`src/rtl/dispatch_ctrl_pkg.sv`:
```
// dispatch_ctrl_pkg
// Shared definitions for the dispatch stage: opcode-number (OPNUM) codes
// produced by the instruction decoder, boolean helpers, the zero register
// index and the dispatch FSM state encoding.
package dispatch_ctrl_pkg;

  localparam int OPNUM_W = 6;

  localparam logic       TRUE     = 1'b1;
  localparam logic       FALSE    = 1'b0;
  localparam logic [4:0] ZERO_REG = 5'd0;

  // OPNUM codes; OP_NULL marks an undecodable / empty instruction
  localparam logic [OPNUM_W-1:0] OP_NULL  = 6'd0;
  localparam logic [OPNUM_W-1:0] OP_LUI   = 6'd1;
  localparam logic [OPNUM_W-1:0] OP_AUIPC = 6'd2;
  localparam logic [OPNUM_W-1:0] OP_JAL   = 6'd3;
  localparam logic [OPNUM_W-1:0] OP_JALR  = 6'd4;
  localparam logic [OPNUM_W-1:0] OP_BEQ   = 6'd5;
  localparam logic [OPNUM_W-1:0] OP_BNE   = 6'd6;
  localparam logic [OPNUM_W-1:0] OP_BLT   = 6'd7;
  localparam logic [OPNUM_W-1:0] OP_BGE   = 6'd8;
  localparam logic [OPNUM_W-1:0] OP_BLTU  = 6'd9;
  localparam logic [OPNUM_W-1:0] OP_BGEU  = 6'd10;
  localparam logic [OPNUM_W-1:0] OP_LB    = 6'd11;
  localparam logic [OPNUM_W-1:0] OP_LH    = 6'd12;
  localparam logic [OPNUM_W-1:0] OP_LW    = 6'd13;
  localparam logic [OPNUM_W-1:0] OP_LBU   = 6'd14;
  localparam logic [OPNUM_W-1:0] OP_LHU   = 6'd15;
  localparam logic [OPNUM_W-1:0] OP_SB    = 6'd16;
  localparam logic [OPNUM_W-1:0] OP_SH    = 6'd17;
  localparam logic [OPNUM_W-1:0] OP_SW    = 6'd18;
  localparam logic [OPNUM_W-1:0] OP_ADDI  = 6'd19;
  localparam logic [OPNUM_W-1:0] OP_SLTI  = 6'd20;
  localparam logic [OPNUM_W-1:0] OP_SLTIU = 6'd21;
  localparam logic [OPNUM_W-1:0] OP_XORI  = 6'd22;
  localparam logic [OPNUM_W-1:0] OP_ORI   = 6'd23;
  localparam logic [OPNUM_W-1:0] OP_ANDI  = 6'd24;
  localparam logic [OPNUM_W-1:0] OP_SLLI  = 6'd25;
  localparam logic [OPNUM_W-1:0] OP_SRLI  = 6'd26;
  localparam logic [OPNUM_W-1:0] OP_SRAI  = 6'd27;
  localparam logic [OPNUM_W-1:0] OP_ADD   = 6'd28;
  localparam logic [OPNUM_W-1:0] OP_SUB   = 6'd29;
  localparam logic [OPNUM_W-1:0] OP_SLL   = 6'd30;
  localparam logic [OPNUM_W-1:0] OP_SLT   = 6'd31;
  localparam logic [OPNUM_W-1:0] OP_SLTU  = 6'd32;
  localparam logic [OPNUM_W-1:0] OP_XOR   = 6'd33;
  localparam logic [OPNUM_W-1:0] OP_SRL   = 6'd34;
  localparam logic [OPNUM_W-1:0] OP_SRA   = 6'd35;
  localparam logic [OPNUM_W-1:0] OP_OR    = 6'd36;
  localparam logic [OPNUM_W-1:0] OP_AND   = 6'd37;

  typedef enum logic [1:0] {
    DSP_EMPTY = 2'd0,
    DSP_FULL  = 2'd1,
    DSP_BLOCK = 2'd2
  } dsp_state_e;

endpackage

```
`src/rtl/dispatch_ctrl_decoder.sv`:
```
// dispatch_ctrl_decoder
// Purely combinational RV32I decoder used on the instruction held in the
// dispatch register.
// Ports:
//   inst_i     : 32-bit instruction word
//   opnum_o    : OPNUM code (OP_NULL when not a supported instruction)
//   rd_o/rs1_o/rs2_o : register indices, zero when the format has no such field
//   imm_o      : sign-extended immediate for the format
//   is_ls_o    : load or store (goes to the load/store buffer)
//   is_store_o : store
module dispatch_ctrl_decoder
  import dispatch_ctrl_pkg::*;
(
  input  logic [31:0]        inst_i,
  output logic [OPNUM_W-1:0] opnum_o,
  output logic [4:0]         rd_o,
  output logic [4:0]         rs1_o,
  output logic [4:0]         rs2_o,
  output logic [31:0]        imm_o,
  output logic               is_ls_o,
  output logic               is_store_o
);

  logic [6:0] opcode_s;
  logic [2:0] f3_s;
  logic [6:0] f7_s;
  logic       use_rd_s;
  logic       use_rs1_s;
  logic       use_rs2_s;
  logic [31:0] imm_i_s;
  logic [31:0] imm_s_s;
  logic [31:0] imm_b_s;
  logic [31:0] imm_u_s;
  logic [31:0] imm_j_s;

  assign opcode_s = inst_i[6:0];
  assign f3_s     = inst_i[14:12];
  assign f7_s     = inst_i[31:25];
  assign imm_i_s  = {{20{inst_i[31]}}, inst_i[31:20]};
  assign imm_s_s  = {{20{inst_i[31]}}, inst_i[31:25], inst_i[11:7]};
  assign imm_b_s  = {{19{inst_i[31]}}, inst_i[31], inst_i[7], inst_i[30:25], inst_i[11:8], 1'b0};
  assign imm_u_s  = {inst_i[31:12], 12'd0};
  assign imm_j_s  = {{11{inst_i[31]}}, inst_i[31], inst_i[19:12], inst_i[20], inst_i[30:21], 1'b0};

  // Opcode/funct decode; fields are zeroed when the word does not decode
  always_comb begin
    opnum_o    = OP_NULL;
    use_rd_s   = FALSE;
    use_rs1_s  = FALSE;
    use_rs2_s  = FALSE;
    imm_o      = 32'd0;
    is_ls_o    = FALSE;
    is_store_o = FALSE;
    case (opcode_s)
      7'b0110111: begin
        opnum_o = OP_LUI;   use_rd_s = TRUE; imm_o = imm_u_s;
      end
      7'b0010111: begin
        opnum_o = OP_AUIPC; use_rd_s = TRUE; imm_o = imm_u_s;
      end
      7'b1101111: begin
        opnum_o = OP_JAL;   use_rd_s = TRUE; imm_o = imm_j_s;
      end
      7'b1100111: begin
        use_rd_s = TRUE; use_rs1_s = TRUE; imm_o = imm_i_s;
        opnum_o  = (f3_s == 3'b000) ? OP_JALR : OP_NULL;
      end
      7'b1100011: begin
        use_rs1_s = TRUE; use_rs2_s = TRUE; imm_o = imm_b_s;
        case (f3_s)
          3'b000:  opnum_o = OP_BEQ;
          3'b001:  opnum_o = OP_BNE;
          3'b100:  opnum_o = OP_BLT;
          3'b101:  opnum_o = OP_BGE;
          3'b110:  opnum_o = OP_BLTU;
          3'b111:  opnum_o = OP_BGEU;
          default: opnum_o = OP_NULL;
        endcase
      end
      7'b0000011: begin
        use_rd_s = TRUE; use_rs1_s = TRUE; imm_o = imm_i_s; is_ls_o = TRUE;
        case (f3_s)
          3'b000:  opnum_o = OP_LB;
          3'b001:  opnum_o = OP_LH;
          3'b010:  opnum_o = OP_LW;
          3'b100:  opnum_o = OP_LBU;
          3'b101:  opnum_o = OP_LHU;
          default: opnum_o = OP_NULL;
        endcase
      end
      7'b0100011: begin
        use_rs1_s = TRUE; use_rs2_s = TRUE; imm_o = imm_s_s;
        is_ls_o = TRUE; is_store_o = TRUE;
        case (f3_s)
          3'b000:  opnum_o = OP_SB;
          3'b001:  opnum_o = OP_SH;
          3'b010:  opnum_o = OP_SW;
          default: opnum_o = OP_NULL;
        endcase
      end
      7'b0010011: begin
        use_rd_s = TRUE; use_rs1_s = TRUE; imm_o = imm_i_s;
        case (f3_s)
          3'b000:  opnum_o = OP_ADDI;
          3'b010:  opnum_o = OP_SLTI;
          3'b011:  opnum_o = OP_SLTIU;
          3'b100:  opnum_o = OP_XORI;
          3'b110:  opnum_o = OP_ORI;
          3'b111:  opnum_o = OP_ANDI;
          3'b001:  opnum_o = (f7_s == 7'b0000000) ? OP_SLLI : OP_NULL;
          3'b101:  opnum_o = (f7_s == 7'b0000000) ? OP_SRLI :
                             (f7_s == 7'b0100000) ? OP_SRAI : OP_NULL;
          default: opnum_o = OP_NULL;
        endcase
      end
      7'b0110011: begin
        use_rd_s = TRUE; use_rs1_s = TRUE; use_rs2_s = TRUE;
        if (f7_s == 7'b0000000) begin
          case (f3_s)
            3'b000:  opnum_o = OP_ADD;
            3'b001:  opnum_o = OP_SLL;
            3'b010:  opnum_o = OP_SLT;
            3'b011:  opnum_o = OP_SLTU;
            3'b100:  opnum_o = OP_XOR;
            3'b101:  opnum_o = OP_SRL;
            3'b110:  opnum_o = OP_OR;
            3'b111:  opnum_o = OP_AND;
            default: opnum_o = OP_NULL;
          endcase
        end else if (f7_s == 7'b0100000) begin
          case (f3_s)
            3'b000:  opnum_o = OP_SUB;
            3'b101:  opnum_o = OP_SRA;
            default: opnum_o = OP_NULL;
          endcase
        end else begin
          opnum_o = OP_NULL;
        end
      end
      default: opnum_o = OP_NULL;
    endcase

    // An undecodable word carries no payload at all
    if (opnum_o == OP_NULL) begin
      use_rd_s   = FALSE;
      use_rs1_s  = FALSE;
      use_rs2_s  = FALSE;
      imm_o      = 32'd0;
      is_ls_o    = FALSE;
      is_store_o = FALSE;
    end else begin
      imm_o = imm_o;
    end
  end

  assign rd_o  = use_rd_s  ? inst_i[11:7]  : ZERO_REG;
  assign rs1_o = use_rs1_s ? inst_i[19:15] : ZERO_REG;
  assign rs2_o = use_rs2_s ? inst_i[24:20] : ZERO_REG;

endmodule

```
`src/rtl/dispatch_ctrl.sv`:
```
// dispatch_ctrl
// Dispatch stage: pops the IQ head into a one-entry register, decodes it and
// issues it to the ROB plus either the RS or the LSB. Stalls on full
// resources, blocks fetch after a JALR until jalr_done, flushes on rollback.
// Ports:
//   clk, rst (async, active-high), rdy (global enable)
//   iq_valid/iq_inst/iq_pc/iq_pred_jump in, iq_pop out : IQ head handshake
//   rob_full/rs_full/lsb_full, rob_free_tag in        : back-end resources
//   rob_en/rs_en/lsb_en out                           : dispatch strobes
//   d_* out                                           : dispatch payload
//   rollback, jalr_done in                            : flush / JALR resolve
// Optional feature (macro DISPATCH_STATS_EN): stat_dispatch_cnt and
// stat_stall_cnt 32-bit counters, cleared only by rst.
module dispatch_ctrl
  import dispatch_ctrl_pkg::*;
#(
  parameter int ROB_IDX_W = 4
) (
  input  logic                 clk,
  input  logic                 rst,
  input  logic                 rdy,
  input  logic                 iq_valid,
  input  logic [31:0]          iq_inst,
  input  logic [31:0]          iq_pc,
  input  logic                 iq_pred_jump,
  output logic                 iq_pop,
  input  logic                 rob_full,
  input  logic                 rs_full,
  input  logic                 lsb_full,
  input  logic [ROB_IDX_W-1:0] rob_free_tag,
  output logic                 rob_en,
  output logic                 rs_en,
  output logic                 lsb_en,
  output logic [OPNUM_W-1:0]   d_opnum,
  output logic [4:0]           d_rd,
  output logic [4:0]           d_rs1,
  output logic [4:0]           d_rs2,
  output logic [31:0]          d_imm,
  output logic [31:0]          d_pc,
  output logic                 d_pred_jump,
  output logic                 d_is_store,
  output logic [ROB_IDX_W-1:0] d_tag,
  input  logic                 rollback,
  input  logic                 jalr_done
`ifdef DISPATCH_STATS_EN
  ,
  output logic [31:0]          stat_dispatch_cnt,
  output logic [31:0]          stat_stall_cnt
`endif
);

  dsp_state_e state_q, state_d;
  logic [31:0] inst_q, inst_d;
  logic [31:0] pc_q, pc_d;
  logic        pred_q, pred_d;

  logic       is_ls_s;
  logic       held_s;
  logic       is_null_s;
  logic       res_full_s;
  logic       fire_s;
  logic       drop_s;
  logic       is_jalr_s;
  logic       pop_s;

  dispatch_ctrl_decoder u_decoder (
    .inst_i     (inst_q),
    .opnum_o    (d_opnum),
    .rd_o       (d_rd),
    .rs1_o      (d_rs1),
    .rs2_o      (d_rs2),
    .imm_o      (d_imm),
    .is_ls_o    (is_ls_s),
    .is_store_o (d_is_store)
  );

  assign held_s     = (state_q == DSP_FULL);
  assign is_null_s  = (d_opnum == OP_NULL);
  assign is_jalr_s  = (d_opnum == OP_JALR);
  assign res_full_s = rob_full | (is_ls_s ? lsb_full : rs_full);
  assign fire_s     = held_s & rdy & ~rollback & ~is_null_s & ~res_full_s;
  assign drop_s     = held_s & rdy & ~rollback & is_null_s;
  // A dispatching JALR must not pull in the next instruction: fetch past it
  // is speculative until the target resolves.
  assign pop_s      = rdy & ~rollback & iq_valid &
                      ((state_q == DSP_EMPTY) | (fire_s & ~is_jalr_s) | drop_s);

  assign iq_pop      = pop_s;
  assign rob_en      = fire_s;
  assign rs_en       = fire_s & ~is_ls_s;
  assign lsb_en      = fire_s & is_ls_s;
  assign d_pc        = pc_q;
  assign d_pred_jump = pred_q;
  assign d_tag       = rob_free_tag;

  // Next-state and dispatch-register load logic
  always_comb begin
    state_d = state_q;
    inst_d  = inst_q;
    pc_d    = pc_q;
    pred_d  = pred_q;
    if (rollback) begin
      state_d = DSP_EMPTY;
      inst_d  = 32'd0;
      pc_d    = 32'd0;
      pred_d  = 1'b0;
    end else if (!rdy) begin
      state_d = state_q;
    end else begin
      case (state_q)
        DSP_EMPTY: begin
          if (pop_s) begin
            state_d = DSP_FULL;
            inst_d  = iq_inst;
            pc_d    = iq_pc;
            pred_d  = iq_pred_jump;
          end else begin
            state_d = DSP_EMPTY;
          end
        end
        DSP_FULL: begin
          if (fire_s && is_jalr_s) begin
            state_d = DSP_BLOCK;
          end else if (fire_s || drop_s) begin
            if (pop_s) begin
              state_d = DSP_FULL;
              inst_d  = iq_inst;
              pc_d    = iq_pc;
              pred_d  = iq_pred_jump;
            end else begin
              state_d = DSP_EMPTY;
              inst_d  = 32'd0;
              pc_d    = 32'd0;
              pred_d  = 1'b0;
            end
          end else begin
            state_d = DSP_FULL;
          end
        end
        DSP_BLOCK: begin
          if (jalr_done) begin
            state_d = DSP_EMPTY;
            inst_d  = 32'd0;
            pc_d    = 32'd0;
            pred_d  = 1'b0;
          end else begin
            state_d = DSP_BLOCK;
          end
        end
        default: begin
          state_d = DSP_EMPTY;
          inst_d  = 32'd0;
          pc_d    = 32'd0;
          pred_d  = 1'b0;
        end
      endcase
    end
  end

  // State and dispatch-register flops
  always_ff @(posedge clk or posedge rst) begin
    if (rst) begin
      state_q <= DSP_EMPTY;
      inst_q  <= 32'd0;
      pc_q    <= 32'd0;
      pred_q  <= 1'b0;
    end else begin
      state_q <= state_d;
      inst_q  <= inst_d;
      pc_q    <= pc_d;
      pred_q  <= pred_d;
    end
  end

`ifdef DISPATCH_STATS_EN
  logic stall_s;
  assign stall_s = held_s & rdy & ~rollback & ~is_null_s & ~fire_s;

  // Dispatch and stall counters; rollback deliberately leaves them intact
  always_ff @(posedge clk or posedge rst) begin
    if (rst) begin
      stat_dispatch_cnt <= 32'd0;
      stat_stall_cnt    <= 32'd0;
    end else begin
      stat_dispatch_cnt <= stat_dispatch_cnt + {31'd0, fire_s};
      stat_stall_cnt    <= stat_stall_cnt + {31'd0, stall_s};
    end
  end
`endif

endmodule

```
`config.mk`:
```
export PLATFORM = sky130hd
export DESIGN_NAME = dispatch_ctrl
export DESIGN_NICKNAME = d
export VERILOG_FILES = /design/src/rtl/dispatch_ctrl_pkg.sv /design/src/rtl/dispatch_ctrl_decoder.sv /design/src/rtl/dispatch_ctrl.sv
export SDC_FILE = /design/constraint.sdc
export NUM_CORES = 1
export LEC_CHECK = 0
export ABC_AREA = 1
export CAP_MARGIN = 20
export CORE_MARGIN = 4
export CORE_UTILIZATION = 40
export CTS_CLUSTER_DIAMETER = 150
export DETAILED_ROUTE_END_ITERATION = 8
export PLACE_DENSITY_LB_ADDON = 0.08
export RECOVER_POWER = 25
export SLEW_MARGIN = 30
export SYNTH_ARGS = -nofsm -noshare
export SYNTH_HDL_FRONTEND = slang
export SYNTH_SLANG_ARGS = --single-unit
```
`constraint.sdc`:
```
create_clock -name clk -period 2.6 [get_ports clk]
set_clock_uncertainty 0.2 [all_clocks]
set_input_delay 0.26 -clock clk [delete_from_list [all_inputs] [get_ports clk]]
set_output_delay 0.26 -clock clk [all_outputs]
set_load 0.01 [all_outputs]
```
# ---- Word level (Yosys, flattened, before mapping)
# Memory sizes are Yosys's and may differ from the RTL's.
# Cells that the tools add are included.
dict set report totals {
  output_inout_bits 95
  wordCells 120
  romBits 48
  reg_bits 67
  memories 1
}
dict set report op_classes {
  n_bitwise 19
  mux 58
  n_eq_ne 24
  reduce_logical 14
}
# memory words width read_ports rd_clocked_by_memory_dff wr line
set memory_table {}
lappend memory_table {{(no name shown)} 8 6 1 0 0 dispatch_ctrl_decoder.sv:119} ;# case (f3_s)
# cell n
set ops {}
lappend ops {{$mux W32} 14}
lappend ops {{$pmux W32 S3} 2}
lappend ops {{$pmux W32 S5} 1}
lappend ops {{$pmux W6 S9} 1}
lappend ops {{$pmux W6 S8} 1}
lappend ops {{$eq A7 B6 Y1 const B} 4}
lappend ops {{$mux W5} 5}
lappend ops {{$pmux W4 S6} 1}
lappend ops {{$eq A7 B7 Y1 const B} 3}
lappend ops {{$pmux W4 S5} 1}
lappend ops {{$mux W1} 19}
lappend ops {{$mux W6} 3}
lappend ops {{$pmux W5 S3} 1}
lappend ops {{$eq A7 B5 Y1 const B} 2}
lappend ops {{$eq A3 B3 Y1 const B} 4}
lappend ops {{$pmux W6 S2} 1}
lappend ops {{$and A1 B1 Y1} 11}
lappend ops {{$mux W2} 5}
lappend ops {{$ne A3 B3 Y1 const B} 3}
lappend ops {{$eq A7 B2 Y1 const B} 1}
lappend ops {{$logic_not A7 Y1} 1}
lappend ops {{$reduce_or A7 Y1} 1}
lappend ops {{$eq A3 B2 Y1 const B} 2}
lappend ops {{$eq A6 B3 Y1 const B} 1}
lappend ops {{other kinds (19)} 27}

# ---- Depth between registers and ports, before layout
# Gate-level depths: netlist of the first run.
dict set report logic_depth {
  depth_word 21
  mapped_depth 25
  ltp_nobuf 23
}

# ---- Cells and area by module
# From an unflattened synthesis of the first run, not the netlist that was laid out.
dict set report hier_totals {
  hier_cells 643
  area_unflattened_um2 4837.1
}
# module cells_per_inst area_per_inst_um2 seq_area_each_um2 n_inst
set modules_own_cells {}
lappend modules_own_cells {dispatch_ctrl 344 3294.4 1676.6 1}
lappend modules_own_cells {dispatch_ctrl_decoder 299 1542.7 0.0 1}

# ---- Worst setup path after synthesis of the first run
# No wires, ideal clock.
dict set report synth_timing {
  path_type {flip-flop to flip-flop}
  from {reg inst_q[13]}
  to {reg pc_q[28], in the netlist d_pc[28]}
  arrival_time_ns 2.453
  synth_period_minus_slack_ns 2.771
  t_required_ns 2.282
  stages_incl_launch_ff 21
  path_slack_ns -0.171
  cell_sequence {dfrtp_1 -> inv_1 -> ha_1 -> inv_1 -> nor2_1 -> inv_1 -> nand2_1 -> o21ai_1 -> nand4_4 -> nor2_8 -> nand2_4 -> nand2_2 -> nand2_2 -> nand3_2 -> o21ai_2 -> nand2_1 -> inv_2 -> buf_6 -> buf_4 -> nand2_1 -> nand2_1}
}
dict set report synth_between {
  elab_chain_len 21
  elab_cells_between_ends 45
  cone_classes {eq/ne (11); mux (17); bitwise (11); reduce/logical (5); memory (1)}
}
# element line
set synth_rtl {}
lappend synth_rtl {{from (decl)} dispatch_ctrl.sv:53} ;# logic [31:0] inst_q, inst_d;
lappend synth_rtl {{from (signal assigned)} dispatch_ctrl.sv:169} ;# inst_q <= inst_d;
lappend synth_rtl {{$eq A3 B3 Y1 or $logic_not A3 Y1 (tied branches)} -}
lappend synth_rtl {{$pmux W6 S2} dispatch_ctrl_decoder.sv:131} ;# case (f3_s)
lappend synth_rtl {{$mux W6} dispatch_ctrl_decoder.sv:130} ;# end else if (f7_s == 7'b0100000) begin
lappend synth_rtl {{$mux W6} dispatch_ctrl_decoder.sv:118} ;# if (f7_s == 7'b0000000) begin
lappend synth_rtl {{$pmux W6 S9 *} dispatch_ctrl_decoder.sv:54} ;# case (opcode_s)
lappend synth_rtl {{$logic_not A6 Y1} {dispatch_ctrl_decoder.sv:144, dispatch_ctrl.sv:78}}
lappend synth_rtl {{$mux W1} dispatch_ctrl_decoder.sv:144} ;# if (opnum_o == OP_NULL) begin
lappend synth_rtl {{$mux W1} dispatch_ctrl.sv:80} ;# assign res_full_s = rob_full | (is_ls_s ? lsb_full : rs_full);
lappend synth_rtl {{[... 4 more ...]} -}
lappend synth_rtl {{$or A1 B1 Y1 (2 in a row)} dispatch_ctrl.sv:86} ;# ((state_q == DSP_EMPTY) | (fire_s & ~is_jalr_s) | drop_s);
lappend synth_rtl {{$and A1 B1 Y1} dispatch_ctrl.sv:85} ;# assign pop_s = rdy & ~rollback & iq_valid &
lappend synth_rtl {{$mux W32} dispatch_ctrl.sv:125} ;# if (pop_s) begin
lappend synth_rtl {{$mux W32} dispatch_ctrl.sv:124} ;# end else if (fire_s || drop_s) begin
lappend synth_rtl {{$mux W32} dispatch_ctrl.sv:122} ;# if (fire_s && is_jalr_s) begin
lappend synth_rtl {{$pmux W32 S3} dispatch_ctrl.sv:110} ;# case (state_q)
lappend synth_rtl {{$mux W32} dispatch_ctrl.sv:107} ;# end else if (!rdy) begin
lappend synth_rtl {{$mux W32} dispatch_ctrl.sv:102} ;# if (rollback) begin
lappend synth_rtl {{to (signal assigned)} dispatch_ctrl.sv:170} ;# pc_q <= pc_d;
lappend synth_rtl {{to (decl)} dispatch_ctrl.sv:54} ;# logic [31:0] pc_q, pc_d;
# Mark *: on every way between the ends. The rest lies on a longest branch, timed or not. The select of a mux whose other input is x is not followed.
# A chain may end at the register's enable or synchronous reset.

# ---- Worst setup path in the final report of the first run
dict set report layout_timing {
  from {reg inst_q[12]}
  to {reg inst_q[7]}
}
dict set report layout_between {
  elab_chain_len 21
  elab_cells_between_ends 45
  cone_classes {eq/ne (11); mux (17); bitwise (11); reduce/logical (5); memory (1)}
}
# element line
set layout_rtl {}
lappend layout_rtl {{$eq A3 B3 Y1 or $logic_not A3 Y1 (tied branches)} -}
lappend layout_rtl {{$pmux W6 S2} dispatch_ctrl_decoder.sv:131}
lappend layout_rtl {{$mux W6} dispatch_ctrl_decoder.sv:130}
lappend layout_rtl {{$mux W6} dispatch_ctrl_decoder.sv:118}
lappend layout_rtl {{$pmux W6 S9 *} dispatch_ctrl_decoder.sv:54}
lappend layout_rtl {{$logic_not A6 Y1} {dispatch_ctrl_decoder.sv:144, dispatch_ctrl.sv:78}}
lappend layout_rtl {{$mux W1} dispatch_ctrl_decoder.sv:144}
lappend layout_rtl {{$mux W1} dispatch_ctrl.sv:80}
lappend layout_rtl {{[... 4 more ...]} -}
lappend layout_rtl {{$or A1 B1 Y1 (2 in a row)} dispatch_ctrl.sv:86}
lappend layout_rtl {{$and A1 B1 Y1} dispatch_ctrl.sv:85}
lappend layout_rtl {{$mux W32} dispatch_ctrl.sv:125}
lappend layout_rtl {{$mux W32} dispatch_ctrl.sv:124}
lappend layout_rtl {{$mux W32} dispatch_ctrl.sv:122}
lappend layout_rtl {{$pmux W32 S3} dispatch_ctrl.sv:110}
lappend layout_rtl {{$mux W32} dispatch_ctrl.sv:107}
lappend layout_rtl {{$mux W32} dispatch_ctrl.sv:102}
# Marks and branches as above.

==> impl_results.md, run 1 <==
- Failing checks: negative setup slack
- Post-CTS Hold Buffers: 0
- First-pass GRT wire length: 26700 um
- Root Buffer: clkbuf_8
- H-tree depth: 3
- Port Buffers: 164
- Required time of the critical path: 2.65 ns
- Design area: roughly 7600 um^2
- Power Density: 364 nW/um^2
- Worst Setup EP: inst_q[7]
- Sequential share of the synthesized area: 39.8%
- Max-cap violation count: 0
- Synth area leader: dfrtp_1
- Post-synth cell types: 35
- Final nets: 949
- CP Class: flop to flop
- Post-synth top area share: ~40%
- Inst Count DP: 950
- Start of the worst register-to-register path: inst_q[12]
- CTS tree: built
- Max rail drop VDD: 0.000326 V
- Fmax: 311 MHz
- Final Critical Period: 3.22 ns
- Post-route setup slack: -0.620 ns
- DRC Markers: 0
- DRT Wirelength: 17800 um
- Antenna Cells: 0
- Cts bufs inserted: 9
- Worst skew pair latency: approximately 0.35 ns
- Initial drt markers: a little over 300
- Post-Syn Instances: between 500 and 600
- RSZ-0062 raised after global routing: true
- Pin count of the biggest net entering global routing: 43
- Worst Setup End Kind: flop
- Final Hold Fails: 0
- Synth Cell Area: 4210 um^2
- Lkg Pwr: between 3 and 4 nW
- Xor/xnor share of the synthesized area: 0%
- Critical path origin: inst_q[12]
- Antenna viol nets, final: 0
- Area fraction in compound gates after synthesis: 6.81%
- Simple-gate portion of the synthesized area: approximately two fifths
- Final max-slew violation count: 0
- Status: complete, but fails checks
- Die Span X: 111 um
- Starting Density: 41.0%
- Reg clk slew, reported paths: 0.08 ns
- Max_slew headroom: roughly a third
- Hold crit path type: input port to flop
- # IOs: 173
- # fillers: 785
- #FFs+latches synth: 67
- Non-Filler Instances: approximately 1000
- Core area: 10300 um^2
- Placed inst area: between 6000 and 7000 um^2
- 1st-pass router iterations: 6
- RR Endpoint: inst_q[7]
- CP Max Fanout: 5
- Final GP Congestion: around 0.9
- Synth top area cells: dfrtp_1 (40%), nand2_1 (16%), nand3_1 (10%)
- Deepest clock path buffer count: 2
- Depth of the worst register-to-register path: 22
- Finish-stage setup viols: 119
- Vias: 5149
- Warnings from Yosys: 0
- Largest family of logic cells by synthesized area: simple AND/OR/NAND/NOR gates
- DR WL/cell: 17.7 um
- CP arrival: 3.27 ns
- Tot GR Track Use: 26.9%
- Initial antenna violation count: 0
- Die H: around 110 um
- Share of cells above drive strength 1: between 40 and 50%
- Vias/cell: 5.11
- Syn nets: 677
- Startpoint types: flop
- Slew @ Worst Pin: 1.02 ns
- Vias in the first global route: 5124
- Synth-to-Final Area Change: 81.4%
- Die area: 12200 um^2
- DP HPWL: 11900 um
- Clock sinks: 67
- Flop-to-flop setup slack: -0.62 ns
- Power, Total: 2.78 mW
- Post-synthesis adder-cell area fraction: 1.19%
- Final worst-path cycle share: 124%
- Core Rows: 37
- Syn Area/Cell: 7.07 um^2
- Multiplexer share of the synthesized area: 0%
- GRT overflow: 0
- Final Util: 74.3%
- Worst hold margin: 0.232 ns
-- Yosys cell counts (all sizes together) --
master and n:
ha 4, nand2 202, nand4 3, clkbuf 5
nand3 94, inv 62, a22oi 5, nor2 69
a21oi 18, nand3b 2, a32oi 1, or2 4
o21ai 23, a211oi 1, buf 25, a221oi 1
dfrtp 67, o31ai 1, nor3 8
-- placed cells by master (no fill, tap or decap), types with 33 or more instances in the layout --
master / n
inv_1: 43
nand2_2: 33
clkdlybuf4s50_1: 105
buf_4: 93
buf_2: 38
dfrtp_1: 65
nand3_2: 42
nand2_1: 158
nand3_1: 48
nor2_1: 44
-- sequential cells by signal, summed over array words and instances, names as in the netlist --
signal / count
inst_q: 32
d_pc: 32
state_q: 2
d_pred_jump: 1
-- through the flow --
stage                     TNS, ns  setup slack [ns]
after detailed placement   -57.24            -0.648
final                      -58.11            -0.620
after CTS                  -52.10            -0.527
after floorplan             -1.82           -0.0417
after global placement     -57.87            -0.666
after global routing       -75.10            -0.792
-- layer usage --
metal / vias up / track usage [%] / part of all wire (%)
li1: 2440 / - / -
met1: 2445 / 34.1 / 41
met2: 221 / 45.1 / 49
met3: 43 / 7.18 / 7.5
met4: 0 / 7.47 / 2.5
met5: - / 0 / 0
-- layout make-up --
cell class,count,area (um^2),share of cell area [%]
inverters,62,253,3.31
repair buffers,291,2680,35.1
flip-flops and latches,67,1680,22.0
clock inverters,6,65.1,0.852
well taps,136,170,2.23
clock buffers,10,138,1.80
multi-input cells,436,2650,34.7
-- worst min path at each step --
stage | cells after the start | slack (ns) | to | from
2_1_floorplan | 2 | 0.17 | d_pc[14] | iq_pc[14]
5_1_grt | 3 | 0.23 | d_pc[7] | iq_pc[7]
3_3_place_gp | 2 | 0.28 | d_pc[0] | d_pc[0]
4_1_cts | 2 | 0.08 | d_pc[13] | rst
3_5_place_dp | 2 | 0.29 | d_pc[14] | d_pc[14]
6_report | 3 | 0.23 | d_pc[5] | iq_pc[5]
-- power by group --
part,switching (mW),internal [mW],leakage [nW],total [mW]
logic,0.358,0.373,2.84,0.731
clock network,0.429,0.469,0.102,0.897
registers,0.0547,1.10,0.908,1.15
total,0.841,1.94,3.85,2.78
-- cell families after synthesis --
kind of cell / after synthesis
compound gates: 50
simple gates: 382
fa+ha+maj: 4
flops: 67
buf+inv: 92
-- worst max-delay path, cell delays in order (launching register included) --
cell,delay [ns]
dfrtp_2,0.48
inv_4,0.10
ha_4,0.17
nand2_4,0.09
inv_4,0.10
nor2_2,0.04
nand2_1,0.07
nand2_1,0.06
inv_1,0.05
nand2_1,0.05
nand2_1,0.07
nand3_2,0.12
nor2_4,0.20
buf_4,0.16
a21oi_4,0.07
buf_4,0.15
nand4_1,0.13
nand4_1,0.22
buf_6,0.21
buf_12,0.12
buf_16,0.13
nand3_2,0.05
nand2_1,0.05
-- repair_timing --
action / in CTS / in global routing
buffers inserted: 19 / 22
pin swaps: 26 / 62
endpoints found under the setup margin: 125 / 125
cloned: 5 / 5
gates resized for setup: 278 / 114
(Power assumes the default switching activity.)
==> inputs of run 2 (changes only) <==
--- a/config.mk
+++ b/config.mk
@@ -11,6 +11,7 @@
 export CORE_UTILIZATION = 40
 export CTS_CLUSTER_DIAMETER = 150
 export DETAILED_ROUTE_END_ITERATION = 8
+export GPL_ROUTABILITY_DRIVEN = 0
 export PLACE_DENSITY_LB_ADDON = 0.08
 export RECOVER_POWER = 25
 export SLEW_MARGIN = 30
==> run 2 against run 1 <==
Total power grew 4.5%. Hold slack gained 0.0053 ns. Non-clock buffer count shrank 22. Routed wire length shrank 4.4%. Final cell count shrank 2.1%. Clock power grew 19%. Flip-flop and latch count is the same. First-iteration DRC count grew 43%. Critical path depth shrank 6. Register-to-register slack gained 0.07 ns. Setup slack gained 0.065 ns. The run ends with max-capacitance violations, max-slew violations, negative setup slack left.
==> impl_results.md, run 2 (synthesized netlist as in run 1, its figures left out) <==
- Lkg Pwr: ~3.8 nW
- CP max stage cell: dfrtp_2
- Power Density: 393 nW/um^2
- Deepest clock path buffer count: 2
- Worst skew pair latency: between 0.3 and 0.4 ns
- Max_slew headroom: -13.4%
- Die H: 111 um
- Starting Density: 41.0%
- First-pass GRT wire length: 26200 um
- Status: complete, but fails checks
- Antenna viol nets, final: 0
- Vias: 5103
- Initial drt markers: 439
- CP arrival: between 2 and 3 ns
- Core area: 10300 um^2
- Die area: 12200 um^2
- Root Buffer: clkbuf_8
- Setup TNS: -57.24 ns
- Share of cells above drive strength 1: 37.2%
- Met3 Use GR: 6.74%
- Met2 usage: 41.9%
- Non-Filler Instances: 987
- Finish-stage setup viols: about 120
- Hold crit path type: input port to flop
- DR WL/cell: 17.3 um
- Clock sinks: 67
- GR Layer Usage met1: 33.7%
- Final worst-path cycle share: 121%
- Initial antenna violation count: 1
- 1st-pass router iterations: 5
- Commonest non-fill, non-tap cells in the layout: nand2_1 (161), clkdlybuf4s50_1 (105), buf_4 (78)
- Final Util: 72.0%
- Vias/cell: 5.17
- DP HPWL: 11200 um
- GR peak layer: met2
- DRT Wirelength: ~17000 um
- Max-cap violation count: 1
- CTS tree: built
- Worst Setup End Kind: primary output
- Final nets: 927
- CP Class: flop to primary output
- # IOs: about 170
- Most common cell after layout, fill and taps aside: nand2_1
- Pre-CTS setup slack: -0.568 ns
- CP Max Fanout: 5
- Final Critical Period: 3.15 ns
- Max rail drop VDD: 0.000305 V
- Failing checks: max-capacitance violations, max-slew violations, negative setup slack
- Core Rows: 37
- Post-route setup slack: -0.555 ns
- Synth-to-Final Area Change: 75.9%
- Final Hold Fails: 0
- Slew @ Worst Pin: 1.70 ns
- Cells along the critical path: inv_4 -> ha_4 -> o21ai_0 -> a21oi_1 -> nor2_2 -> nand3_2 -> nor2_4 -> nand2_8 -> clkinv_8 -> nand3_4 -> o21ai_2 -> inv_2 -> o21ai_2 -> nand2_2 -> inv_2 -> buf_4
- Startpoint types: flop
- CP delay by family, top: simple AND/OR/NAND/NOR gates
- Slowest cell delay on critical path: 0.47 ns
- Final max-slew violation count: around 70
- Fmax: 317 MHz
- RSZ-0062 raised after global routing: true
- Inst Count DP: roughly 950
- Die Span X: 111 um
- Worst Path Buf+Inv: 5
- Required time of the critical path: 2.14 ns
- Port Buffers: 164
- Cts bufs inserted: 9
- Pin count of the biggest net entering global routing: just under 70
- Reg clk slew, reported paths: 0.08 ns
- Vias in the first global route: between 5000 and 6000
- H-tree depth: 3
- GRT overflow: 0
- DRC Markers: 0
- Tot GR Track Use: between 20% and 30%
==> run 2: final timing paths <==
path                                 start         end  slack, ns  cells after the start
max in group asynchronous              rst  inst_q[13]       0.32                      3
worst min-delay path            iq_inst[0]   inst_q[0]       0.24                      3
worst min register to register     d_pc[4]     d_pc[4]       0.30                      2
min in group asynchronous              rst     d_pc[7]       0.77                      3
worst max-delay path            inst_q[12]      iq_pop      -0.55                     16
worst max register to register  inst_q[12]    d_pc[18]      -0.55                     18
==> run 2: worst min-delay path, delay by kind of cell <==
family | cells | cell delay [ns]
buf+inv | 1 | 0.39
simple gates | 2 | 0.11
==> run 2: metal layers <==
metal,vias up,share of wire (%)
li1,2399,-
met1,2380,40
met2,267,48
met3,57,8.7
met4,0,3.3
met5,-,0
==> run 2: final cells by class <==
| type | instances | area, um^2 |
|---|---|---|
| Antenna cell | 1 | 2.50 |
| Clock buffer | 10 | 128 |
| Clock inverter | 6 | 113 |
| Fill cell | 820 | 2870 |
| Inverter | 62 | 258 |
| Multi-Input combinational cell | 436 | 2580 |
| Sequential cell | 67 | 1680 |
| Tap cell | 136 | 170 |
| Timing Repair Buffer | 269 | 2470 |
==> run 2: what timing repair did <==
item,in CTS,in global routing
pin swaps,14,28
setup endpoints to repair,124,124
gates resized for setup,298,73
setup buffers,12,7
hold endpoints to repair,0,0
hold buffers,0,0
gates cloned,2,6
==> run 2: metrics by stage <==
step           instance area (um^2)  total power [mW]  hold WS [ns]
4_1_cts                        7020              2.87         0.118
6_report                       7400              2.91         0.238
2_1_floorplan                  4300              1.43         0.171
5_1_grt                        7400              3.03         0.228
3_5_place_dp                   6550              1.72         0.285
3_3_place_gp                   6550              1.71         0.283
==> run 2: power by group <==
part           leakage, nW  switching [mW]  internal, mW
Sequential           0.907          0.0502          1.10
Clock                0.121           0.431         0.641
Combinational         2.75           0.343         0.342
Total                 3.78           0.824          2.08
